==> src/rtl/gp2y10_sampler.sv <==
// GP2Y10 optical dust sensor controller: periodic IR-LED pulse, one ADC
// capture per period, block averaging of 2^AVG_LOG2 samples and a
// hysteretic dust alarm against a runtime threshold.
module gp2y10_sampler #(
    parameter int DATA_W         = 8,
    parameter int PERIOD_CYC     = 500000,
    parameter int PULSE_CYC      = 16000,
    parameter int SAMPLE_CYC     = 15000,
    parameter int AVG_LOG2       = 3,
    parameter int HYST           = 4,
    parameter bit LED_ACTIVE_LOW = 1'b1
) (
    input  logic              i_clk,
    input  logic              i_rst,
    input  logic              i_en,
    input  logic [DATA_W-1:0] i_adc_data,
    input  logic [DATA_W-1:0] i_thresh,
    output logic              o_led,
    output logic [DATA_W-1:0] o_sample,
    output logic              o_sample_vld,
    output logic [DATA_W-1:0] o_avg,
    output logic              o_avg_vld,
    output logic              o_alarm,
    output logic              o_busy
);

    localparam int CNT_W  = (PERIOD_CYC > 1) ? $clog2(PERIOD_CYC) : 1;
    localparam int ACC_W  = DATA_W + AVG_LOG2;
    localparam int SCNT_W = AVG_LOG2 + 1;

    localparam logic [CNT_W-1:0]  CNT_LAST   = CNT_W'(PERIOD_CYC - 1);
    localparam logic [CNT_W-1:0]  CNT_PULSE  = CNT_W'(PULSE_CYC);
    localparam logic [CNT_W-1:0]  CNT_SAMPLE = CNT_W'(SAMPLE_CYC);
    localparam logic [SCNT_W-1:0] SCNT_LAST  = SCNT_W'((1 << AVG_LOG2) - 1);
    localparam logic [DATA_W:0]   HYST_X     = (DATA_W + 1)'(HYST);
    localparam logic              LED_OFF    = LED_ACTIVE_LOW ? 1'b1 : 1'b0;
    localparam logic              LED_ON     = ~LED_OFF;

    // Reject parameter sets where the capture point is outside the pulse
    // or the pulse does not fit inside the period.
    generate
        if (!(SAMPLE_CYC >= 0 && SAMPLE_CYC < PULSE_CYC && PULSE_CYC < PERIOD_CYC &&
              AVG_LOG2 >= 0 && AVG_LOG2 <= 8)) begin : g_param_check
            $error("gp2y10_sampler: illegal parameter set");
        end
    endgenerate

    typedef enum logic [0:0] {
        ST_IDLE = 1'b0,
        ST_RUN  = 1'b1
    } state_t;

    state_t             state_q, state_d;
    logic [CNT_W-1:0]   cnt_q, cnt_d;
    logic [ACC_W-1:0]   acc_q, acc_d;
    logic [SCNT_W-1:0]  scnt_q, scnt_d;
    logic [DATA_W-1:0]  sample_q, sample_d;
    logic               sample_vld_q, sample_vld_d;
    logic [DATA_W-1:0]  avg_q, avg_d;
    logic               avg_vld_q, avg_vld_d;
    logic               alarm_q, alarm_d;
    logic               led_q, led_d;
    logic               busy_q, busy_d;

    logic [ACC_W-1:0]   sum_s;
    logic [DATA_W-1:0]  avg_s;

    // Alarm decision for a freshly completed average: set at or above the
    // threshold, release only once the average is more than HYST below it.
    function automatic logic alarm_next(input logic [DATA_W-1:0] avg,
                                        input logic [DATA_W-1:0] thr,
                                        input logic              cur);
        logic [DATA_W:0] avg_plus;
        avg_plus = {1'b0, avg} + HYST_X;
        if (avg >= thr) begin
            return 1'b1;
        end else if (avg_plus < {1'b0, thr}) begin
            return 1'b0;
        end else begin
            return cur;
        end
    endfunction

    // The accumulator is sized for 2^AVG_LOG2 full-scale samples, so the sum cannot wrap.
    assign sum_s = acc_q + ACC_W'(i_adc_data);
    assign avg_s = DATA_W'(sum_s >> AVG_LOG2);

    // Next-state logic: period counter, capture/accumulate, averaging, alarm and LED.
    always_comb begin
        state_d      = state_q;
        cnt_d        = cnt_q;
        acc_d        = acc_q;
        scnt_d       = scnt_q;
        sample_d     = sample_q;
        sample_vld_d = 1'b0;
        avg_d        = avg_q;
        avg_vld_d    = 1'b0;
        alarm_d      = alarm_q;

        case (state_q)
            ST_IDLE: begin
                cnt_d = '0;
                if (i_en) begin
                    state_d = ST_RUN;
                end else begin
                    state_d = ST_IDLE;
                end
            end
            ST_RUN: begin
                if (cnt_q == CNT_SAMPLE) begin
                    sample_d     = i_adc_data;
                    sample_vld_d = 1'b1;
                    if (scnt_q == SCNT_LAST) begin
                        avg_d     = avg_s;
                        avg_vld_d = 1'b1;
                        acc_d     = '0;
                        scnt_d    = '0;
                        alarm_d   = alarm_next(avg_s, i_thresh, alarm_q);
                    end else begin
                        acc_d  = sum_s;
                        scnt_d = scnt_q + SCNT_W'(1);
                    end
                end else begin
                    sample_vld_d = 1'b0;
                end

                // i_en only matters at the period boundary; a partial block is dropped on stop.
                if (cnt_q == CNT_LAST) begin
                    cnt_d = '0;
                    if (i_en) begin
                        state_d = ST_RUN;
                    end else begin
                        state_d = ST_IDLE;
                        acc_d   = '0;
                        scnt_d  = '0;
                    end
                end else begin
                    cnt_d = cnt_q + CNT_W'(1);
                end
            end
            default: begin
                state_d = ST_IDLE;
                cnt_d   = '0;
            end
        endcase

        // LED and busy are registered from the next state so they line up with cnt.
        if (state_d == ST_RUN && cnt_d < CNT_PULSE) begin
            led_d = LED_ON;
        end else begin
            led_d = LED_OFF;
        end
        busy_d = (state_d == ST_RUN);
    end

    // State and output registers with synchronous reset.
    always_ff @(posedge i_clk) begin
        if (i_rst) begin
            state_q      <= ST_IDLE;
            cnt_q        <= '0;
            acc_q        <= '0;
            scnt_q       <= '0;
            sample_q     <= '0;
            sample_vld_q <= 1'b0;
            avg_q        <= '0;
            avg_vld_q    <= 1'b0;
            alarm_q      <= 1'b0;
            led_q        <= LED_OFF;
            busy_q       <= 1'b0;
        end else begin
            state_q      <= state_d;
            cnt_q        <= cnt_d;
            acc_q        <= acc_d;
            scnt_q       <= scnt_d;
            sample_q     <= sample_d;
            sample_vld_q <= sample_vld_d;
            avg_q        <= avg_d;
            avg_vld_q    <= avg_vld_d;
            alarm_q      <= alarm_d;
            led_q        <= led_d;
            busy_q       <= busy_d;
        end
    end

    assign o_led        = led_q;
    assign o_sample     = sample_q;
    assign o_sample_vld = sample_vld_q;
    assign o_avg        = avg_q;
    assign o_avg_vld    = avg_vld_q;
    assign o_alarm      = alarm_q;
    assign o_busy       = busy_q;

endmodule
==> config.mk <==
export PLATFORM = sky130hd
export DESIGN_NAME = gp2y10_sampler
export DESIGN_NICKNAME = d
export VERILOG_FILES = /design/src/rtl/gp2y10_sampler.sv
export SDC_FILE = /design/constraint.sdc
export NUM_CORES = 1
export LEC_CHECK = 0
export ABC_CLOCK_PERIOD_IN_PS = 3700
export BUFFER_PORTS_ARGS = -buffer_cell sky130_fd_sc_hd__buf_2
export CORE_MARGIN = 3
export CORE_UTILIZATION = 53
export CTS_CLUSTER_DIAMETER = 60
export DETAILED_ROUTE_END_ITERATION = 10
export PLACE_DENSITY = 0.79
export SYNTH_ARGS = -nofsm -noshare
export SYNTH_HDL_FRONTEND = slang
export SYNTH_SLANG_ARGS = --single-unit
==> constraint.sdc <==
create_clock -name i_clk -period 3.7 [get_ports i_clk]
set_input_delay 1.11 -clock i_clk [delete_from_list [all_inputs] [get_ports i_clk]]
set_output_delay 1.11 -clock i_clk [all_outputs]
set_load 0.01 [all_outputs]
=== Word-level counts from Yosys, hierarchy flattened ===
Cells that the tools add are included.
W data, S select, Z words.

* Word-level logic and storage cells: 47
* Output and inout port bits: 21
* Flip-flop bits (word level): 55
* Bits of input ports: 19

* Magnitude comparators: 3
* Bitwise operators: 2
* Add/subtract/negate cells: 4
* Equal/unequal tests: 3
* Multiplexer cells: 18
* Reduce and logical (&&, ||, !) cells: 7

{| class="wikitable"
|+ Operator list
! cell !! number
|-
| $mux W11 || 4
|-
| $pmux W19 S2 || 1
|-
| $add A19 B1 Y19 const B || 1
|-
| $eq A19 B14 Y1 const B || 1
|-
| $eq A19 B19 Y1 const B || 1
|-
| $lt A19 B14 Y1 const B || 1
|-
| $mux W19 || 1
|-
| $mux W4 || 4
|-
| $add A11 B8 Y11 || 1
|-
| $add A8 B3 Y9 const B || 1
|-
| $lt A9 B8 Y1 || 1
|-
| $ge A8 B8 Y1 || 1
|-
| $mux W1 || 7
|-
| $add A4 B1 Y4 const B || 1
|-
| $eq A4 B3 Y1 const B || 1
|-
| $reduce_and A4 Y1 || 1
|-
| $reduce_and A3 Y1 || 1
|-
| $reduce_or A3 Y1 || 1
|-
| $not A1 Y1 || 2
|-
| $pmux W1 S2 || 1
|-
| $reduce_and A2 Y1 || 1
|-
| $reduce_bool A2 Y1 || 1
|-
| $reduce_or A2 Y1 || 1
|-
| $logic_and A1 B1 Y1 || 1
|}

=== Longest topological paths before layout ===
* Depth after elaboration: 6
* Gate-level depth with buffers: 15
* Gate-level depth less buffers: 15

=== Worst setup path before layout ===
No wires, ideal clock.

* Path kind: input to register
* Start point: input port i_adc_data[0]
* End point: register alarm_q (netlist: o_alarm)
* Data required time: 3.567 ns
* Setup time: 0.133 ns
* Stages on the path: 14
* Path slack: -0.049 ns
* Arrival time: 3.616 ns
* Cells stage by stage: ha_1 inv_1 fa_1 nand2b_1 a211oi_1 nor3_1 nor2_1 nand4_1 xnor2_1 ha_1 nand3_1 a21oi_1 o41ai_1 a31oi_1

* Cells in the longest elaborated chain, start to end: 5
* Elaborated cells on any way between the ends: 7
* Those cells by class: 2 x add/sub; 2 x order compare; 1 x mux; 2 x reduce/logical

{| class="wikitable"
|+ RTL lines
! item !! RTL line !! text
|-
| from (decl) || 16 || <nowiki>input logic [DATA_W-1:0] i_adc_data,</nowiki>
|-
| $add A11 B8 Y11 (*) || 85 || <nowiki>assign sum_s = acc_q + ACC_W'(i_adc_data);</nowiki>
|-
| $add A8 B3 Y9 || 74 || <nowiki>avg_plus = {1'b0, avg} + HYST_X;</nowiki>
|-
| $lt A9 B8 Y1 || 77 || <nowiki>end else if (avg_plus < {1'b0, thr}) begin</nowiki>
|-
| $reduce_bool A2 Y1 (no line) || n/a ||
|-
| $reduce_and A4 Y1 (no line) || n/a ||
|-
| to (signal assigned) || 179 || <nowiki>alarm_q <= alarm_d;</nowiki>
|-
| to (decl) || 61 || <nowiki>logic alarm_q, alarm_d;</nowiki>
|}

Every way passes the cells marked *; elsewhere a longest branch is shown, timed or not.
A chain may end at the register's enable or synchronous reset.

=== Worst setup path after layout ===
* Start point: input port i_adc_data[0]
* End point: register alarm_q (netlist: o_alarm)

* Cells in the longest elaborated chain, start to end: 5
* Elaborated cells on any way between the ends: 7
* Those cells by class: 2 x add/sub; 2 x order compare; 1 x mux; 2 x reduce/logical

{| class="wikitable"
|+ RTL lines
! item !! RTL line !! text
|-
| $add A11 B8 Y11 (*) || 85 ||
|-
| via sum_s[6] || 65 || <nowiki>logic [ACC_W-1:0] sum_s;</nowiki>
|-
| $add A8 B3 Y9 || 74 ||
|-
| $lt A9 B8 Y1 || 77 ||
|-
| $reduce_bool A2 Y1 (no line) || n/a ||
|-
| $reduce_and A4 Y1 (no line) || n/a ||
|}

The timed path passes the listed nets; every way through them passes the cells marked *.

==> flow_summary.ini <==
[route]
drc = 0
drt_iter0_drc = 116
wirelength_um = 7830
post_drt_wl_per_cell_um = 14.5
antenna_left = 0
vias = 3013
drt-vias-per-instance = 5.57
first_pass_iters = 4

[yosys]
yosysTopAreaCell = dfxtp_1
avgSynthCellArea_um2 = 8.26
ys_warn_count = 0
synth_xor_area_share_pct = 6.74
netlist.area_leader.share_pct = 32.6
ys.flop_type = dfxtp_1
synth_seq_cells = 55
synth_edf_count = 0
synth-compound-area-share_pct = 15.7
synthArstFlopShare_pct = 0
synth_top_family_by_area = simple AND/OR/NAND/NOR gates
synthTopCellsByArea = dfxtp_1, ha_1, a21oi_1, nand2_1, nor2_1
synthSimpleGateAreaFrac_pct = 28.2
syn_nets = 455
synth_fa_ha_area_share_pct = 10.2
ys_seq_area_share_pct = 32.6
synth.mux.area_fraction_pct = 1.48
synth_cells = 409
synth_area_mm2 = 0.00338
synth_cell_type_count = 63

[cells_and_area]
area_delta_synth_final_pct = 19.5
mostFrequentLayoutCell = dfxtp_1
postLayoutCellArea_mm2 = 0.00404
fin_util_pct = 66.6
fillerInstances = 512
seq_area_mm2 = 0.00110
fin_nets = 511
antenna_cells = 0
drive_gt1_share_pct = 24.5
final_cell_mix = dfxtp_1, nand2_1, nor2_1
multi_input_area_mm2 = 0.00223

[floorplan]
die_w_um = 85.8
dieArea_mm2 = 0.00737
die_h_um = 85.8
ios = 40
core_mm2 = 0.00606
num_rows = 28
start_util_pct = 55.7

[place]
dp_slack_ns = -0.252
placed_area_mm2 = 0.00379
io_buffer_count = 39
dp.final_hpwl_um = 5920
place_congestion = 0.881

[power_and_ir_drop]
irDropWorstVdd_v = 0.000177
power_mw = 1.14
cellLeakagePower_nw = 1.59
p_per_area_mw_per_mm2 = 282

[grt]
grt_overflow = 0
grt_max_degree = 27
grt_pass1_vias = 2792
grt_pass1_wl_um = 13000
grt_antenna_before_repair = 0
grt_usage_pct = 21.6

[timing]
post-route-period-util_pct = 98.6
drv_slew = 0
fin_crit_ns = 3.65
setup_viol = 0
fin_hold_ws_ns = 0.456
fmax_ghz = 0.274
hold_viol_final = 0
setup_ws_ns = 0.0511
worst_slew_pin_slew_ns = 0.863
fin_skew_ns = 0.00583
grt_setup_unrepaired = true
relSlewSlack_pct = 42.1

[clock_network]
cts_hold_buf = 0
clock_latency_ns = 0.31
cts_root_buf = clkbuf_8
htree_levels = 2
cts_sinks = 55
cts_tree = yes
cts_buffer_depth = 2
cts.clk_slew.worst_paths_ns = 0.10
cts_made_buffers = 5

[critical_path]
cp.required_ns = 3.88
reg2reg_slack_ns = 0.51
path_cells = buf_8, ha_4, inv_2, fa_2, nand2b_4, a21oi_4, o31a_1, nor2_2, ha_2, xor2_1, ha_1, o211ai_1, a21oi_1, o41ai_1, a31oi_1
setup.worst_path.end_class = register
worst_ep_arrival_time_ns = 3.83
crit_type = primary input to register
worstPathMaxFanout = 3
slowest_stage = o41ai_1
critPathMaxStageDelay_ns = 0.37
cp-start-kind = primary input

[hold_path]
hp-class = register to register

[status]
status = finished clean

[run]
cap_violations = 0
## state kept, by name, summed over array words and instances (netlist names)
name,flops
cnt_q,19
acc_q,11
o_busy,1
o_sample,8
o_avg,8
o_sample_vld,1
o_alarm,1
o_led,1
o_avg_vld,1
scnt_q,4
## synthesized netlist by cell type (6+ instances only)
master	n
nand3_1	23
nand4_1	8
nand2b_1	6
a22o_1	6
inv_1	23
clkbuf_1	7
xnor2_1	15
dfxtp_1	55
nor3_1	6
nor2_1	43
a21oi_1	41
nand2_1	49
buf_2	7
xor2_1	11
ha_1	26
## worst max-delay path, delay by kind of cell
kind	cells	cell delay, ns
AO/OA/AOI/OAI	6	1.15
adder cells (fa/ha/maj)	4	1.02
AND/OR/NAND/NOR	2	0.24
XOR/XNOR	1	0.17
buffers and inverters	2	0.12
## metrics by stage
step                      instances  TNS (ns)
after global routing            541   -0.0505
after floorplan                 409         0
after global placement          531    -0.148
final                           541         0
after CTS                       539         0
after detailed placement        531    -0.252
## final timing paths
check | depth (start not counted) | to | startpoint
hold reg to reg | 2 | o_sample[3] | o_sample[3]
setup reg to reg | 14 | o_alarm | acc_q[0]
hold / removal | 2 | o_sample[3] | o_sample[3]
setup / recovery | 15 | o_alarm | i_adc_data[0]
## metal layers
layer | wire (um) | GRT usage (%) | part of all wire (%) | vias up
li1 | - | - | - | 1550
met1 | 3750 | 30.0 | 48 | 1382
met2 | 3650 | 35.2 | 47 | 66
met3 | 301 | 2.88 | 3.8 | 15
met4 | 131 | 5.61 | 1.7 | 0
met5 | 0 | 0 | 0 | -
## cells by family (layout without fill, tap and decap cells)
logic type,count (synthesis),in the layout
and+or+nand+nor,175,175
AOI/OAI and AO/OA,81,81
DFF,55,55
buffers and inverters,40,97
adders and majority gates,27,27
xor gates and xnor gates,26,26
muxes,5,5
## power by group
group	total [mW]	leakage (nW)	internal (mW)	switching, mW
registers	0.597	0.444	0.594	0.00328
clock network	0.427	0.0618	0.223	0.204
logic	0.114	1.08	0.0503	0.0633
total	1.14	1.59	0.867	0.271
## cell type report
type	count	share of cell area [%]
clock buffers	6	2.05
clock inverters	2	0.961
inverters	23	2.14
multi-input cells	314	55.1
flip-flops and latches	55	27.3
well taps	75	2.32
repair buffers	66	10.1
## timing repair
item	CTS	global route
setup endpoints to repair	0	1
gates resized for setup	0	23
setup buffers	0	2
No activity file was read; power rests on OpenSTA's default activity.
